`config.mk`:
```
export PLATFORM = sky130hd
export DESIGN_NAME = gbf_fill_scheduler_flat
export DESIGN_NICKNAME = d
export VERILOG_FILES = /design/src/rtl/gbf_fill_scheduler_if.sv /design/src/rtl/gbf_fill_scheduler.sv /design/src/flat_wrapper.sv
export SDC_FILE = /design/constraint.sdc
export NUM_CORES = 1
export LEC_CHECK = 0
export BUFFER_PORTS_ARGS = -buffer_cell sky130_fd_sc_hd__buf_4
export CAP_MARGIN = 20
export CORE_AREA = 2 2 211 213
export CTS_CLUSTER_SIZE = 40
export DETAILED_ROUTE_END_ITERATION = 16
export DIE_AREA = 0 0 213 215
export PLACE_DENSITY_LB_ADDON = 0.1
export SYNTH_ARGS = -nofsm -noshare
export SYNTH_HDL_FRONTEND = slang
export SYNTH_SLANG_ARGS = --single-unit
```
`constraint.sdc`:
```
create_clock -name clk -period 1.77 [get_ports clk]
set_clock_uncertainty 0.15 [all_clocks]
set_input_delay 0.2655 -clock clk [delete_from_list [all_inputs] [get_ports clk]]
set_output_delay 0.2655 -clock clk [all_outputs]
set_load 0.01 [all_outputs]
```
`src/rtl/gbf_fill_scheduler_if.sv`:
```
// gbf_fill_scheduler_if: request, stream and gbf write-port bundle around the fill scheduler.
// The slave modport is the scheduler's view; master is the surrounding system's view.
interface gbf_fill_scheduler_if #(
  parameter int GBF_DATA_BITWIDTH = 256,
  parameter int GBF_ADDR_BITWIDTH = 5
);
  logic                         finish;
  logic                         actv_gbf1_need_data;
  logic                         actv_gbf2_need_data;
  logic                         wgt_gbf1_need_data;
  logic                         wgt_gbf2_need_data;
  logic                         req_valid;
  logic [1:0]                   req_id;
  logic                         req_ack;
  logic                         in_valid;
  logic [GBF_DATA_BITWIDTH-1:0] in_data;
  logic                         in_ready;
  logic                         actv_en1a;
  logic                         actv_we1a;
  logic                         actv_en2a;
  logic                         actv_we2a;
  logic                         wgt_en1a;
  logic                         wgt_we1a;
  logic                         wgt_en2a;
  logic                         wgt_we2a;
  logic [GBF_ADDR_BITWIDTH-1:0] gbf_w_addr;
  logic [GBF_DATA_BITWIDTH-1:0] gbf_w_data;
  logic                         gbf_actv_buf1_ready;
  logic                         gbf_actv_buf2_ready;
  logic                         gbf_wgt_buf1_ready;
  logic                         gbf_wgt_buf2_ready;
  logic                         gbf_actv_data_avail;
  logic                         gbf_wgt_data_avail;
  modport slave (
    input  finish, actv_gbf1_need_data, actv_gbf2_need_data, wgt_gbf1_need_data,
           wgt_gbf2_need_data, req_ack, in_valid, in_data,
    output req_valid, req_id, in_ready, actv_en1a, actv_we1a, actv_en2a, actv_we2a,
           wgt_en1a, wgt_we1a, wgt_en2a, wgt_we2a, gbf_w_addr, gbf_w_data,
           gbf_actv_buf1_ready, gbf_actv_buf2_ready, gbf_wgt_buf1_ready, gbf_wgt_buf2_ready,
           gbf_actv_data_avail, gbf_wgt_data_avail
  );
  modport master (
    output finish, actv_gbf1_need_data, actv_gbf2_need_data, wgt_gbf1_need_data,
           wgt_gbf2_need_data, req_ack, in_valid, in_data,
    input  req_valid, req_id, in_ready, actv_en1a, actv_we1a, actv_en2a, actv_we2a,
           wgt_en1a, wgt_we1a, wgt_en2a, wgt_we2a, gbf_w_addr, gbf_w_data,
           gbf_actv_buf1_ready, gbf_actv_buf2_ready, gbf_wgt_buf1_ready, gbf_wgt_buf2_ready,
           gbf_actv_data_avail, gbf_wgt_data_avail
  );
endinterface

```
`src/rtl/gbf_fill_scheduler.sv`:
```
// gbf_fill_scheduler: round-robin refill sequencer for the two actv and two wgt global buffers.
// Grants one need, issues a fetch request, streams GBF_DEPTH lines into that buffer's A-port, then signals ready.
module gbf_fill_scheduler #(
  parameter int GBF_DATA_BITWIDTH = 256,
  parameter int GBF_ADDR_BITWIDTH = 5,
  parameter int GBF_DEPTH         = 32
) (
  input logic clk,
  input logic rst_n,
  gbf_fill_scheduler_if.slave bus
);
  typedef enum logic [1:0] {IDLE, REQ, FILL, DONE} state_t;
  state_t                       state_q, state_d;
  logic [1:0]                   sel_q, sel_d, rr_q, rr_d, grant;
  logic                         grant_vld;
  logic [3:0]                   need, elig, served_q, served_d, we_q, we_d, rdy_q, rdy_d;
  logic [GBF_ADDR_BITWIDTH-1:0] cnt_q, cnt_d, addr_q, addr_d;
  logic [GBF_DATA_BITWIDTH-1:0] data_q, data_d;
  logic                         req_valid_q, req_valid_d;
  logic                         actv_av_q, actv_av_d, wgt_av_q, wgt_av_d;
  assign need = {bus.wgt_gbf2_need_data, bus.wgt_gbf1_need_data,
                 bus.actv_gbf2_need_data, bus.actv_gbf1_need_data};
  assign elig = need & ~served_q;
  // Descending scan so the eligible index closest at/after rr_q wins.
  always_comb begin
    grant = rr_q;
    grant_vld = 1'b0;
    for (int k = 3; k >= 0; k--)
      if (elig[rr_q + 2'(k)]) begin
        grant = rr_q + 2'(k);
        grant_vld = 1'b1;
      end
  end
  always_comb begin
    state_d = state_q;
    sel_d = sel_q;
    rr_d = rr_q;
    cnt_d = cnt_q;
    addr_d = addr_q;
    data_d = data_q;
    req_valid_d = req_valid_q;
    we_d = 4'b0;
    rdy_d = 4'b0;
    served_d = served_q & need;
    actv_av_d = actv_av_q;
    wgt_av_d = wgt_av_q;
    case (state_q)
      IDLE: if (grant_vld) begin
        sel_d = grant;
        req_valid_d = 1'b1;
        state_d = REQ;
      end
      REQ: if (bus.req_ack) begin
        req_valid_d = 1'b0;
        cnt_d = '0;
        state_d = FILL;
      end
      FILL: if (bus.in_valid) begin
        we_d = 4'b1 << sel_q;
        addr_d = cnt_q;
        data_d = bus.in_data;
        cnt_d = cnt_q + 1'b1;
        state_d = (cnt_q == GBF_ADDR_BITWIDTH'(GBF_DEPTH - 1)) ? DONE : FILL;
      end
      DONE: begin
        rdy_d = 4'b1 << sel_q;
        served_d = (served_q & need) | (4'b1 << sel_q);
        rr_d = sel_q + 2'd1;
        actv_av_d = actv_av_q | ~sel_q[1];
        wgt_av_d = wgt_av_q | sel_q[1];
        state_d = IDLE;
      end
      default: state_d = IDLE;
    endcase
    // Abort overrides everything, including a beat accepted this same cycle.
    if (bus.finish) begin
      state_d = IDLE;
      req_valid_d = 1'b0;
      we_d = 4'b0;
      rdy_d = 4'b0;
      served_d = 4'b0;
      rr_d = 2'd0;
      cnt_d = '0;
      actv_av_d = 1'b0;
      wgt_av_d = 1'b0;
    end
  end
  always_ff @(posedge clk or negedge rst_n)
    if (!rst_n) begin
      state_q <= IDLE;
      sel_q <= '0;
      rr_q <= '0;
      cnt_q <= '0;
      addr_q <= '0;
      data_q <= '0;
      req_valid_q <= 1'b0;
      we_q <= '0;
      rdy_q <= '0;
      served_q <= '0;
      actv_av_q <= 1'b0;
      wgt_av_q <= 1'b0;
    end else begin
      state_q <= state_d;
      sel_q <= sel_d;
      rr_q <= rr_d;
      cnt_q <= cnt_d;
      addr_q <= addr_d;
      data_q <= data_d;
      req_valid_q <= req_valid_d;
      we_q <= we_d;
      rdy_q <= rdy_d;
      served_q <= served_d;
      actv_av_q <= actv_av_d;
      wgt_av_q <= wgt_av_d;
    end
  assign bus.req_valid = req_valid_q;
  assign bus.req_id = sel_q;
  assign bus.in_ready = state_q == FILL;
  assign {bus.wgt_en2a, bus.wgt_en1a, bus.actv_en2a, bus.actv_en1a} = we_q;
  assign {bus.wgt_we2a, bus.wgt_we1a, bus.actv_we2a, bus.actv_we1a} = we_q;
  assign bus.gbf_w_addr = addr_q;
  assign bus.gbf_w_data = data_q;
  assign {bus.gbf_wgt_buf2_ready, bus.gbf_wgt_buf1_ready,
          bus.gbf_actv_buf2_ready, bus.gbf_actv_buf1_ready} = rdy_q;
  assign bus.gbf_actv_data_avail = actv_av_q;
  assign bus.gbf_wgt_data_avail = wgt_av_q;
endmodule

```
`src/flat_wrapper.sv`:
```
// flat-port wrapper written by rule: the top's interface ports become plain ports
module gbf_fill_scheduler_flat 
#(
  parameter int GBF_DATA_BITWIDTH = 256,
  parameter int GBF_ADDR_BITWIDTH = 5,
  parameter int GBF_DEPTH         = 32
)
  (clk, rst_n, bus_finish, bus_actv_gbf1_need_data, bus_actv_gbf2_need_data, bus_wgt_gbf1_need_data, bus_wgt_gbf2_need_data, bus_req_ack, bus_in_valid, bus_in_data, bus_req_valid, bus_req_id, bus_in_ready, bus_actv_en1a, bus_actv_we1a, bus_actv_en2a, bus_actv_we2a, bus_wgt_en1a, bus_wgt_we1a, bus_wgt_en2a, bus_wgt_we2a, bus_gbf_w_addr, bus_gbf_w_data, bus_gbf_actv_buf1_ready, bus_gbf_actv_buf2_ready, bus_gbf_wgt_buf1_ready, bus_gbf_wgt_buf2_ready, bus_gbf_actv_data_avail, bus_gbf_wgt_data_avail);
  gbf_fill_scheduler_if #(.GBF_DATA_BITWIDTH(GBF_DATA_BITWIDTH), .GBF_ADDR_BITWIDTH(GBF_ADDR_BITWIDTH)) bus_i ();
  input logic clk;
  input logic rst_n;
  input wire logic [$bits(bus_i.finish)-1:0] bus_finish;
  input wire logic [$bits(bus_i.actv_gbf1_need_data)-1:0] bus_actv_gbf1_need_data;
  input wire logic [$bits(bus_i.actv_gbf2_need_data)-1:0] bus_actv_gbf2_need_data;
  input wire logic [$bits(bus_i.wgt_gbf1_need_data)-1:0] bus_wgt_gbf1_need_data;
  input wire logic [$bits(bus_i.wgt_gbf2_need_data)-1:0] bus_wgt_gbf2_need_data;
  input wire logic [$bits(bus_i.req_ack)-1:0] bus_req_ack;
  input wire logic [$bits(bus_i.in_valid)-1:0] bus_in_valid;
  input wire logic [$bits(bus_i.in_data)-1:0] bus_in_data;
  output wire logic [$bits(bus_i.req_valid)-1:0] bus_req_valid;
  output wire logic [$bits(bus_i.req_id)-1:0] bus_req_id;
  output wire logic [$bits(bus_i.in_ready)-1:0] bus_in_ready;
  output wire logic [$bits(bus_i.actv_en1a)-1:0] bus_actv_en1a;
  output wire logic [$bits(bus_i.actv_we1a)-1:0] bus_actv_we1a;
  output wire logic [$bits(bus_i.actv_en2a)-1:0] bus_actv_en2a;
  output wire logic [$bits(bus_i.actv_we2a)-1:0] bus_actv_we2a;
  output wire logic [$bits(bus_i.wgt_en1a)-1:0] bus_wgt_en1a;
  output wire logic [$bits(bus_i.wgt_we1a)-1:0] bus_wgt_we1a;
  output wire logic [$bits(bus_i.wgt_en2a)-1:0] bus_wgt_en2a;
  output wire logic [$bits(bus_i.wgt_we2a)-1:0] bus_wgt_we2a;
  output wire logic [$bits(bus_i.gbf_w_addr)-1:0] bus_gbf_w_addr;
  output wire logic [$bits(bus_i.gbf_w_data)-1:0] bus_gbf_w_data;
  output wire logic [$bits(bus_i.gbf_actv_buf1_ready)-1:0] bus_gbf_actv_buf1_ready;
  output wire logic [$bits(bus_i.gbf_actv_buf2_ready)-1:0] bus_gbf_actv_buf2_ready;
  output wire logic [$bits(bus_i.gbf_wgt_buf1_ready)-1:0] bus_gbf_wgt_buf1_ready;
  output wire logic [$bits(bus_i.gbf_wgt_buf2_ready)-1:0] bus_gbf_wgt_buf2_ready;
  output wire logic [$bits(bus_i.gbf_actv_data_avail)-1:0] bus_gbf_actv_data_avail;
  output wire logic [$bits(bus_i.gbf_wgt_data_avail)-1:0] bus_gbf_wgt_data_avail;
  assign bus_i.finish = bus_finish;
  assign bus_i.actv_gbf1_need_data = bus_actv_gbf1_need_data;
  assign bus_i.actv_gbf2_need_data = bus_actv_gbf2_need_data;
  assign bus_i.wgt_gbf1_need_data = bus_wgt_gbf1_need_data;
  assign bus_i.wgt_gbf2_need_data = bus_wgt_gbf2_need_data;
  assign bus_i.req_ack = bus_req_ack;
  assign bus_i.in_valid = bus_in_valid;
  assign bus_i.in_data = bus_in_data;
  assign bus_req_valid = bus_i.req_valid;
  assign bus_req_id = bus_i.req_id;
  assign bus_in_ready = bus_i.in_ready;
  assign bus_actv_en1a = bus_i.actv_en1a;
  assign bus_actv_we1a = bus_i.actv_we1a;
  assign bus_actv_en2a = bus_i.actv_en2a;
  assign bus_actv_we2a = bus_i.actv_we2a;
  assign bus_wgt_en1a = bus_i.wgt_en1a;
  assign bus_wgt_we1a = bus_i.wgt_we1a;
  assign bus_wgt_en2a = bus_i.wgt_en2a;
  assign bus_wgt_we2a = bus_i.wgt_we2a;
  assign bus_gbf_w_addr = bus_i.gbf_w_addr;
  assign bus_gbf_w_data = bus_i.gbf_w_data;
  assign bus_gbf_actv_buf1_ready = bus_i.gbf_actv_buf1_ready;
  assign bus_gbf_actv_buf2_ready = bus_i.gbf_actv_buf2_ready;
  assign bus_gbf_wgt_buf1_ready = bus_i.gbf_wgt_buf1_ready;
  assign bus_gbf_wgt_buf2_ready = bus_i.gbf_wgt_buf2_ready;
  assign bus_gbf_actv_data_avail = bus_i.gbf_actv_data_avail;
  assign bus_gbf_wgt_data_avail = bus_i.gbf_wgt_data_avail;
  gbf_fill_scheduler #(.GBF_DATA_BITWIDTH(GBF_DATA_BITWIDTH), .GBF_ADDR_BITWIDTH(GBF_ADDR_BITWIDTH), .GBF_DEPTH(GBF_DEPTH)) u_core (.clk(clk), .rst_n(rst_n), .bus(bus_i));
endmodule
```
==> flow_summary.toml <==
[timing]
setup-violations-final = 1
worst_slew_pin_slew_ps = 413
holdWs_ps = 47.5
setup_tns_ps = -0.167
layout_min_cycle_time_ps = 1770
hold_violations = 0
setup_ws_ps = -0.167
relSlewSlack_pct = 72.4
drv_slew = 0
timing.final.crit_share_pct = 100
max_freq_mhz = 565
rsz0062_at_grt = "true"

[floorplanning]
die_y_um = 215
core_area_mm2 = 0.0436
initial_core_util_pct = 25.1
ioPinCount = 544
die_w_um = 213
dieArea_mm2 = 0.0458
row_count = 77

[placement]
place_inst = 1826
pre_cts_slack_ps = -42.0
io_buffers = 543
place_area_mm2 = 0.0161
gp_congestion = 0.729
dp_hpwl_um = 26100

[final_layout]
fin_area_mm2 = 0.0207
final_util_pct = 47.4
final_cell_mix = "buf_4 (564), dfrtp_1 (287), dlygate4sd3_1 (263)"
finalNetCount = 1829
fillers = 3953
fin_cells = 2169
drive_above_1_share_pct = 52.7
syn_to_final_growth_pct = 89.0
final_common_cell = "buf_4"

[routing]
routed_wl_um = 38800
first_iter_violations = 277
wl_per_cell_um = 17.9
drc = 0
vias = 9030
vias_per_cell = 4.16
detail-route-antenna-nets = 0
drt_first_pass_iters = 4

[logic_synthesis]
ys_seq_elements = 287
syn_avg_cell_area_um2 = 16.1
synth_top_area_share_pct = 65.6
synth_area_mm2 = 0.0109
ys_seq_area_share_pct = 65.6
yosys_warnings = 0
ys_types = 33
syn_inst = 678
synthTopCellsByArea = "dfrtp_1 (66%), mux2_1 (19%), mux2_2 (8.3%)"
yosysTopAreaCell = "dfrtp_1"
syn-num-nets = 954

[clock_network]
path_clk_slew_ps = 50
tritoncts = "yes"
clkSinkCount = 287
cts_made_buffers = 37
worstSkewPairLatency_ps = 520
cts_max_path_buffers = 3
clockRootBuffer = "clkbuf_16"
htree_levels = 2

[run]
cap_violations = 0

[worst_setup_path]
cp_max_fo = 3
crit_top_cell = "buf_6"
path_cells = "ha_4, buf_6, buf_6"
startpoint_type = "flip-flop"
critPathCaptureType = "primary output"
arrival_ps = 1350
max_stage_delay_ps = 410
worstSetupPathType = "reg2out"
crit_required_ps = 1350
cp_slowest_cell = "dfrtp_1"

[global_route]
grt_pass1_wl_um = 56100
antenna_found_initial = 5
gr-total-overflow = 0
grt_pass1_vias = 9703
grt_start_max_net_pins = 55
grt_use_total_pct = 15.9

[power]
total_power_mw = 32.2
p_per_area_mw_per_mm2 = 1560
cellLeakagePower_nw = 10.2
ir_drop_uv = 911

[worst_hold_path]
min_path_type = "in2async"

[status]
status = "finished with violations"
violations = "setup timing"
## path summary, 6_finish.rpt
| path | startpoint | to | slack, ps | cells past startpoint |
|---|---|---|---|---|
| max | u_core.state_q[1]$_DFFE_PN0P_ | bus_in_ready | -0.2 | 3 |
| min | rst_n | u_core.bus.gbf_w_data[116]$_DFFE_PN0P_ | 50 | 2 |
| max reg2reg | u_core.state_q[1]$_DFFE_PN0P_ | u_core.bus.gbf_w_data[153]$_DFFE_PN0P_ | -0.2 | 5 |
| min reg2reg | u_core.bus.gbf_w_data[7]$_DFFE_PN0P_ | u_core.bus.gbf_w_data[7]$_DFFE_PN0P_ | 340 | 1 |
| max in group asynchronous | rst_n | u_core.bus.gbf_w_data[212]$_DFFE_PN0P_ | 820 | 3 |
| min in group clk | bus_in_valid | u_core.state_q[0]$_DFFE_PN0P_ | 270 | 5 |
## state kept, by name, indices dropped and copies added, names as in the netlist
| register | count |
|---|---|
| u_core.bus.req_valid | 1 |
| u_core.served_q | 4 |
| u_core.state_q | 2 |
| u_core.bus.gbf_w_data | 256 |
| u_core.bus.gbf_actv_data_avail | 1 |
| u_core.bus.req_id | 2 |
| u_core.rdy_q | 4 |
| u_core.we_q | 4 |
| u_core.rr_q | 2 |
| u_core.cnt_q | 5 |
| u_core.bus.gbf_w_addr | 5 |
| u_core.bus.gbf_wgt_data_avail | 1 |
## cells in the mapped netlist
| master | instances |
|---|---|
| nor3b_1 | 1 |
| mux2_1 | 180 |
| o31ai_1 | 1 |
| or3_1 | 1 |
| a21oi_1 | 7 |
| ha_1 | 11 |
| o211a_1 | 1 |
| nor2_1 | 6 |
| nand2b_1 | 3 |
| a31oi_2 | 1 |
| o221a_1 | 1 |
| a31o_2 | 4 |
| dfrtp_1 | 287 |
| buf_2 | 29 |
| nand3_1 | 1 |
| mux2_2 | 81 |
| o221ai_1 | 1 |
| nor2b_1 | 7 |
| o41ai_2 | 1 |
| mux2i_1 | 4 |
| o21ai_0 | 8 |
| nand2_2 | 1 |
| a32o_1 | 1 |
| or2_1 | 1 |
| nor4_1 | 1 |
| and3_1 | 1 |
| nand3b_1 | 2 |
| inv_1 | 8 |
| buf_4 | 4 |
| nand2_1 | 12 |
| and2_1 | 9 |
| a211oi_1 | 1 |
| o21ai_1 | 1 |
## what timing repair did
action	4_1_cts	5_1_grt
hold buffers	263	0
setup buffers	1	0
pin swaps	4	7
endpoints found under the setup margin	206	156
endpoints found under the hold margin	553	0
gates resized for setup	14	110
gates cloned	3	13
## logic make-up (layout without fill, tap and decap cells)
kind of cell    Yosys count  in the layout  synth area share [%]
flops                   287            287                  65.6
fa+ha+maj                11             11                  1.26
buf+inv                  41            932                  1.87
compound gates           28             28                  1.82
other cells               0              4                     0
simple gates             46             50                  2.24
mux                     265            265                  27.2
## final cells by class
class | count | area (µm²) | share of cell area, %
Clock inverter | 8 | 71.3 | 0.345
Sequential cell | 287 | 7180 | 34.7
Clock buffer | 51 | 1030 | 4.97
Inverter | 8 | 30.0 | 0.145
Antenna cell | 4 | 10.0 | 0.0484
Tap cell | 592 | 741 | 3.58
Timing Repair Buffer | 865 | 7610 | 36.8
Multi-Input combinational cell | 354 | 4020 | 19.4
## layer usage
metal / share of wire (%) / wire (µm) / global-route usage (%)
met1: 40 / 15600 / 18.7
met2: 49 / 19200 / 27.1
met3: 8.0 / 3100 / 5.06
met4: 2.4 / 947 / 5.57
met5: 0.018 / 7 / 0
## report_power, final
| group | total (mW) | switching, mW | internal [mW] |
|---|---|---|---|
| Clock | 6.99 | 2.82 | 4.17 |
| Sequential | 11.3 | 1.70 | 9.64 |
| Combinational | 13.9 | 5.56 | 8.33 |
## worst max-delay path: cells and delay by family (launching register included)
kind | cells | cell delay, ps
flops | 1 | 410
buf+inv | 2 | 230
fa+ha+maj | 1 | 190
No activity file was read; power rests on OpenSTA's default activity.
